**src/rtl/branch_unit_pkg.sv**
```systemverilog
// Shared branch condition codes (RISC-V funct3) for the branch unit, decode and bench.
package branch_unit_pkg;

    localparam logic [2:0] BU_BEQ  = 3'b000;
    localparam logic [2:0] BU_BNE  = 3'b001;
    localparam logic [2:0] BU_BLT  = 3'b100;
    localparam logic [2:0] BU_BGE  = 3'b101;
    localparam logic [2:0] BU_BLTU = 3'b110;
    localparam logic [2:0] BU_BGEU = 3'b111;

endpackage

```
**src/rtl/bu_cmp.sv**
```systemverilog
// Combinational comparator: eq, signed-lt and unsigned-lt derived from one subtraction.
module bu_cmp #(
    parameter int XLEN = 32
) (
    input  logic [XLEN-1:0] i_a,
    input  logic [XLEN-1:0] i_b,
    output logic            o_eq,
    output logic            o_lt_s,
    output logic            o_lt_u
);

    logic [XLEN:0] diff;

    // The extra top bit is the borrow: set exactly when a < b unsigned.
    assign diff   = {1'b0, i_a} - {1'b0, i_b};
    assign o_lt_u = diff[XLEN];
    assign o_eq   = (diff[XLEN-1:0] == '0);
    // Differing signs: the negative operand is smaller; same signs: unsigned order holds.
    assign o_lt_s = (i_a[XLEN-1] ^ i_b[XLEN-1]) ? i_a[XLEN-1] : o_lt_u;

endmodule

```
**src/rtl/branch_unit.sv**
```systemverilog
// Execute-stage branch unit: combinational taken decision plus a registered copy with valid.
module branch_unit
    import branch_unit_pkg::*;
#(
    parameter int XLEN = 32
) (
    input  logic            i_clk,
    input  logic            i_rst,
    input  logic [XLEN-1:0] i_a,
    input  logic [XLEN-1:0] i_b,
    input  logic [2:0]      i_cmp_op,
    input  logic            i_valid,
    output logic            o_taken,
    output logic            o_taken_q,
    output logic            o_valid_q
);

    logic eq, lt_s, lt_u;
    logic taken_d, taken_q;
    logic valid_d, valid_q;

    bu_cmp #(.XLEN(XLEN)) u_cmp (
        .i_a    (i_a),
        .i_b    (i_b),
        .o_eq   (eq),
        .o_lt_s (lt_s),
        .o_lt_u (lt_u)
    );

    always_comb begin
        o_taken = 1'b0;
        unique case (i_cmp_op)
            BU_BEQ:  o_taken = eq;
            BU_BNE:  o_taken = ~eq;
            BU_BLT:  o_taken = lt_s;
            BU_BGE:  o_taken = ~lt_s;
            BU_BLTU: o_taken = lt_u;
            BU_BGEU: o_taken = ~lt_u;
            default: o_taken = 1'b0;
        endcase
    end

    always_comb begin
        valid_d = i_valid;
        taken_d = i_valid & o_taken;
    end

    always_ff @(posedge i_clk or posedge i_rst) begin
        if (i_rst) begin
            taken_q <= 1'b0;
            valid_q <= 1'b0;
        end else begin
            taken_q <= taken_d;
            valid_q <= valid_d;
        end
    end

    assign o_taken_q = taken_q;
    assign o_valid_q = valid_q;

endmodule

```
**config.mk**
```make
export PLATFORM = sky130hd
export DESIGN_NAME = branch_unit
export DESIGN_NICKNAME = d
export VERILOG_FILES = /design/src/rtl/branch_unit_pkg.sv /design/src/rtl/bu_cmp.sv /design/src/rtl/branch_unit.sv
export SDC_FILE = /design/constraint.sdc
export NUM_CORES = 1
export LEC_CHECK = 0
export CAP_MARGIN = 0
export CORE_ASPECT_RATIO = 0.8
export CORE_MARGIN = 3
export CORE_UTILIZATION = 46
export CTS_CLUSTER_SIZE = 20
export DETAILED_ROUTE_END_ITERATION = 6
export GPL_TIMING_DRIVEN = 0
export PLACE_DENSITY = 0.8
export SYNTH_ARGS = -nofsm -noshare
export SYNTH_HDL_FRONTEND = slang
export SYNTH_SLANG_ARGS = --single-unit
export TNS_END_PERCENT = 30
```
**constraint.sdc**
```tcl
create_clock -name i_clk -period 4.28 [get_ports i_clk]
set_input_delay 1.07 -clock i_clk [delete_from_list [all_inputs] [get_ports i_clk]]
set_output_delay 1.07 -clock i_clk [all_outputs]
set_load 0.1 [all_outputs]
```
==> results.toml, run 1 <==
[logic_synthesis]
synth_area_leader_cell = "ha_1"
netlist_instances = 429
synth_cell_types = 71
ys.flop_type = "dfrtp_1"
yosys-top-cells-area = "ha_1 14%, a21oi_1 8.0%, inv_1 6.8%, nand2_1 6.4%, nor2_1 4.6%"
ys_warn_count = 0
syn_area_per_cell_um2 = 6.45
synthArstFlopShare_pct = 100
synth-seq-area-share_pct = 1.81
ys_ff_latch = 2
synth_edf_count = 0
synth_area_um2 = 2770
synth_nets = 532
yosysTopAreaCellShare_pct = 14.5

[global_route]
grt_max_degree = 9
overflow = 127
grt_util_all_layers_pct = 72.3

[die]
io_pins = 73
fp.dieH_um = 75.4
start_util_pct = 49.0
die_w_um = 92.7
fp-row-count = 24

[clock_network]
clockBufferDepth = 2
h-tree-depth = 1
cts_sinks = 2
cts_root_buf = "clkbuf_8"
cts_made_buffers = 3

[placement]
portBuffers = 72
gp_congestion = 0.979
hpwlAfterDp_um = 7820

[sta]
grt_repair_worst_endpoint = "o_taken"
endpoint_type = "output port"

[outcome]
status = "stopped before the end"
error = "[ERROR GRT-0232] Routing congestion too high. Check the congestion heatmap in the GUI."
haltStage = "global routing (5_1_grt)"
## per-layer routing
metal / overflow / GRT usage (%)
met4: 58 / 87.2
met3: 0 / 52.6
met5: 0 / 6.94
met1: 1 / 67.3
met2: 68 / 95.3
## cell usage after synthesis (all sizes together), types with 8 or more instances
master / count
nand4: 16
o21ai: 28
buf: 20
o21a: 12
nor4: 10
inv: 50
nand2: 48
nor3: 12
o211ai: 8
a21oi: 47
nor2: 34
nand3: 8
ha: 32
## metrics by stage
step           util, %  area (um^2)  setup TNS, ns  std cells  worst slack [ns]
2_1_floorplan        -         2830         -0.246        429            -0.246
3_3_place_gp      64.7         3650          -2.54        579             -2.29
3_5_place_dp      64.7         3650          -2.64        579             -2.34
4_1_cts           93.3         5270         -0.603        663            -0.603
## cells by family after synthesis
| family | Yosys count | share of synthesized area, % |
|---|---|---|
| compound gates | 155 | 38.8 |
| xor+xnor | 7 | 2.22 |
| fa+ha+maj | 33 | 15.2 |
| buf+inv | 72 | 11.4 |
| flops | 2 | 1.81 |
| mux | 5 | 1.90 |
| simple gates | 155 | 28.7 |
## timing repair
item | in CTS
hold buffers | 0
pin swaps | 102
endpoints found under the setup margin | 2
resized for setup | 317
setup buffers | 82
gates cloned | 1
==> run 2: changes to the inputs <==
--- a/config.mk
+++ b/config.mk
@@ -6,13 +6,11 @@
 export NUM_CORES = 1
 export LEC_CHECK = 0
 export CAP_MARGIN = 0
-export CORE_ASPECT_RATIO = 0.8
 export CORE_MARGIN = 3
-export CORE_UTILIZATION = 46
-export CTS_CLUSTER_SIZE = 20
+export CORE_UTILIZATION = 31
 export DETAILED_ROUTE_END_ITERATION = 6
 export GPL_TIMING_DRIVEN = 0
-export PLACE_DENSITY = 0.8
+export PLACE_DENSITY_LB_ADDON = 0.15
 export SYNTH_ARGS = -nofsm -noshare
 export SYNTH_HDL_FRONTEND = slang
 export SYNTH_SLANG_ARGS = --single-unit
==> constraint.sdc (replaced) <==
create_clock -name i_clk -period 5.6 [get_ports i_clk]
set_input_delay 1.4 -clock i_clk [delete_from_list [all_inputs] [get_ports i_clk]]
set_output_delay 1.4 -clock i_clk [all_outputs]
set_load 0.1 [all_outputs]
==> run 2 against run 1 <==
  * The flow now finishes without violations
  * Synthesized cell count stayed put
  * Synthesized area stayed put
==> results.toml, run 2 <==
[logic_synthesis]
ys_ff_latch = 2
synthArstFlopShare_pct = 100
synth-seq-area-share_pct = 1.81
synth_area_leader_cell = "ha_1"
yosysTopAreaCellShare_pct = 14.5
ys_warn_count = 0
netlist_instances = 429
synth_common_cells = "50 x inv_1, 47 x nand2_1, 44 x a21oi_1"
syn_area_per_cell_um2 = 6.45
synth_edf_count = 0
yosysMostFrequentCell = "inv_1"
synth_area_um2 = 2770
ys.flop_type = "dfrtp_1"
synth_nets = 532
synth_cell_types = 71
yosys-top-cells-area = "ha_1 14%, a21oi_1 8.0%, inv_1 6.8%, nand2_1 6.4%, nor2_1 4.6%"

[global_route]
overflow = 0
grt_use_met1_pct = 30.0
antenna_found_initial = 0
gr-usage-met2_pct = 36.3
grt_max_degree = 11
grt_pass1_vias = 3773
grt_busiest_layer = "met2"
grt.met3_usage_pct = 0.900
grt_pass1_wl_um = 17900
grt_util_all_layers_pct = 21.6

[sta]
rsz0062_at_grt = "true"
hold_slack_ns = 1.33
final.period_utilization_pct = 99.8
hold_viol = 0
slew_violations = 0
finalSetupViolCount = 0
setup_ws_ns = 0.0134
tightest_slew_ns = 0.974
slew_headroom_pct = 34.9
fmax_mhz = 179
fin_crit_ns = 5.59

[clock_network]
hold_buffers = 0
clk_pin_slew_ns = 0.03
h-tree-depth = 1
cts_tree = "yes"
cts_root_buf = "clkbuf_8"
cts_made_buffers = 3
cts_sinks = 2
clockBufferDepth = 2

[finish]
fillers = 786
drive_gt1_share_pct = 44.0
fin_nets = 684
layout_commonest_cell = "buf_4"
area_growth_pct = 90.1
layout_common_cells = "74 x buf_4, 41 x nand2_1, 38 x dlygate4sd2_1, 33 x nor2_1, 27 x inv_1"
diodes = 0

[detailed_routing]
routed_via_density = 5.73
via_count = 3921
routedWlPerCell_um = 16.7
drc_errors = 0
drt_iter0_markers = 223
ant_nets = 0
drtPass1Iterations = 5
route.final.wire_length_um = 11400

[outcome]
status = "complete, no violations"

[die]
dieArea_um2 = 10100
io_pins = 73
fp.dieH_um = 100
start_util_pct = 32.8
core_area_um2 = 8420
die_w_um = 100
fp-row-count = 33

[critical_path]
start_kind = "input pin"
end_kind = "output pin"
path_class = "in2out"
critPathLaunch = "i_b[0]"
critical_path_arrival_ns = 4.19
critPathRequiredTime_ns = 4.20
cp_max_fo = 3

[placement]
gp_congestion = 0.878
portBuffers = 72
hpwlAfterDp_um = 8030
preCtsSetupSlack_ns = -2.00

[worst_hold_path]
hp-class = "in2async"

[power_and_ir_drop]
powerDensity_nw_per_um2 = 130
ir_drop_mv = 0.0598
p_leak_nw = 2.20

[job]
max_cap_viol_count = 0
==> run 2: cell counts after synthesis <==
No cell type changed its count.
==> run 2: metal layers <==
metal  wire length [um]  vias up
met1               5180     1832
met3                588       25
li1                   -     1916
met4                329        0
met5                  0        -
met2               5340      148
==> run 2: cells by family (layout without fill, tap and decap cells) <==
family                     Yosys count  in the layout  synth area share [%]
xor gates and xnor gates             7              7                  2.22
DFF                                  2              2                  1.81
buffers and inverters               72            222                  11.4
and+or+nand+nor                    155            155                  28.7
AOI/OAI and AO/OA                  155            155                  38.8
adders and majority gates           33             33                  15.2
muxes                                5              5                  1.90
==> run 2: repair_timing <==
| item | in CTS | in global routing |
|---|---|---|
| resized for setup | 261 | 52 |
| setup buffers | 71 | 7 |
| pin swaps | 74 | 30 |
| setup endpoints to repair | 1 | 1 |
==> run 2: per-stage QoR <==
stage | utilization, % | setup TNS (ns) | power, mW | instance area (um^2) | instances
floorplan | - | 0 | 0.276 | 2780 | 429
global placement | 43.1 | -1.94 | 0.398 | 3630 | 606
detailed placement | 43.1 | -2.00 | 0.400 | 3630 | 606
CTS | 59.6 | 0 | 0.642 | 5020 | 678
global route | 62.4 | -0.0913 | 0.731 | 5260 | 684
finish | 62.4 | 0 | 0.683 | 5260 | 684
==> run 2: worst max path at each step <==
stage                   end  cells after the start
global route        o_taken                     15
CTS                 o_taken                     13
detailed placement  o_taken                     14
floorplan           o_taken                     12
global placement    o_taken                     14
finish              o_taken                     14
==> run 2: critical path, cell delays in order <==
cell	delay (ns)
buf_2	0.11
ha_4	0.16
fa_2	0.34
and2b_2	0.28
o221ai_4	0.14
a211oi_2	0.21
buf_4	0.18
a21oi_4	0.10
a21oi_2	0.20
xor2_2	0.11
nor4_4	0.41
nand4_1	0.23
nand3_4	0.14
buf_12	0.17
==> run 2: final cells by class <==
cell class	instances	area [um^2]	share of cell area, %
plain buffers	19	216	4.12
clock buffers	3	41.3	0.785
inverters	50	188	3.57
multi-input cells	355	3350	63.7
flip-flops and latches	2	50.0	0.951
well taps	105	131	2.50
repair buffers	150	1280	24.3
==> run 2: report_power, final <==
| part | total, mW | internal [mW] | leakage (nW) | switching (mW) |
|---|---|---|---|---|
| registers | 0.0159 | 0.0156 | 0.0248 | 0.000280 |
| logic | 0.610 | 0.288 | 2.15 | 0.321 |
| clock network | 0.0575 | 0.0455 | 0.0216 | 0.0120 |
| total | 0.683 | 0.350 | 2.20 | 0.333 |
No activity file was read; power rests on OpenSTA's default activity.
==> run 3: changes to the inputs <==
--- a/config.mk
+++ b/config.mk
@@ -11,6 +11,7 @@
 export DETAILED_ROUTE_END_ITERATION = 6
 export GPL_TIMING_DRIVEN = 0
 export PLACE_DENSITY_LB_ADDON = 0.15
+export SLEW_MARGIN = 0
 export SYNTH_ARGS = -nofsm -noshare
 export SYNTH_HDL_FRONTEND = slang
 export SYNTH_SLANG_ARGS = --single-unit
==> results of run 3 <==
Same layout as run 2: the final DEF is identical, and so are final timing and power.
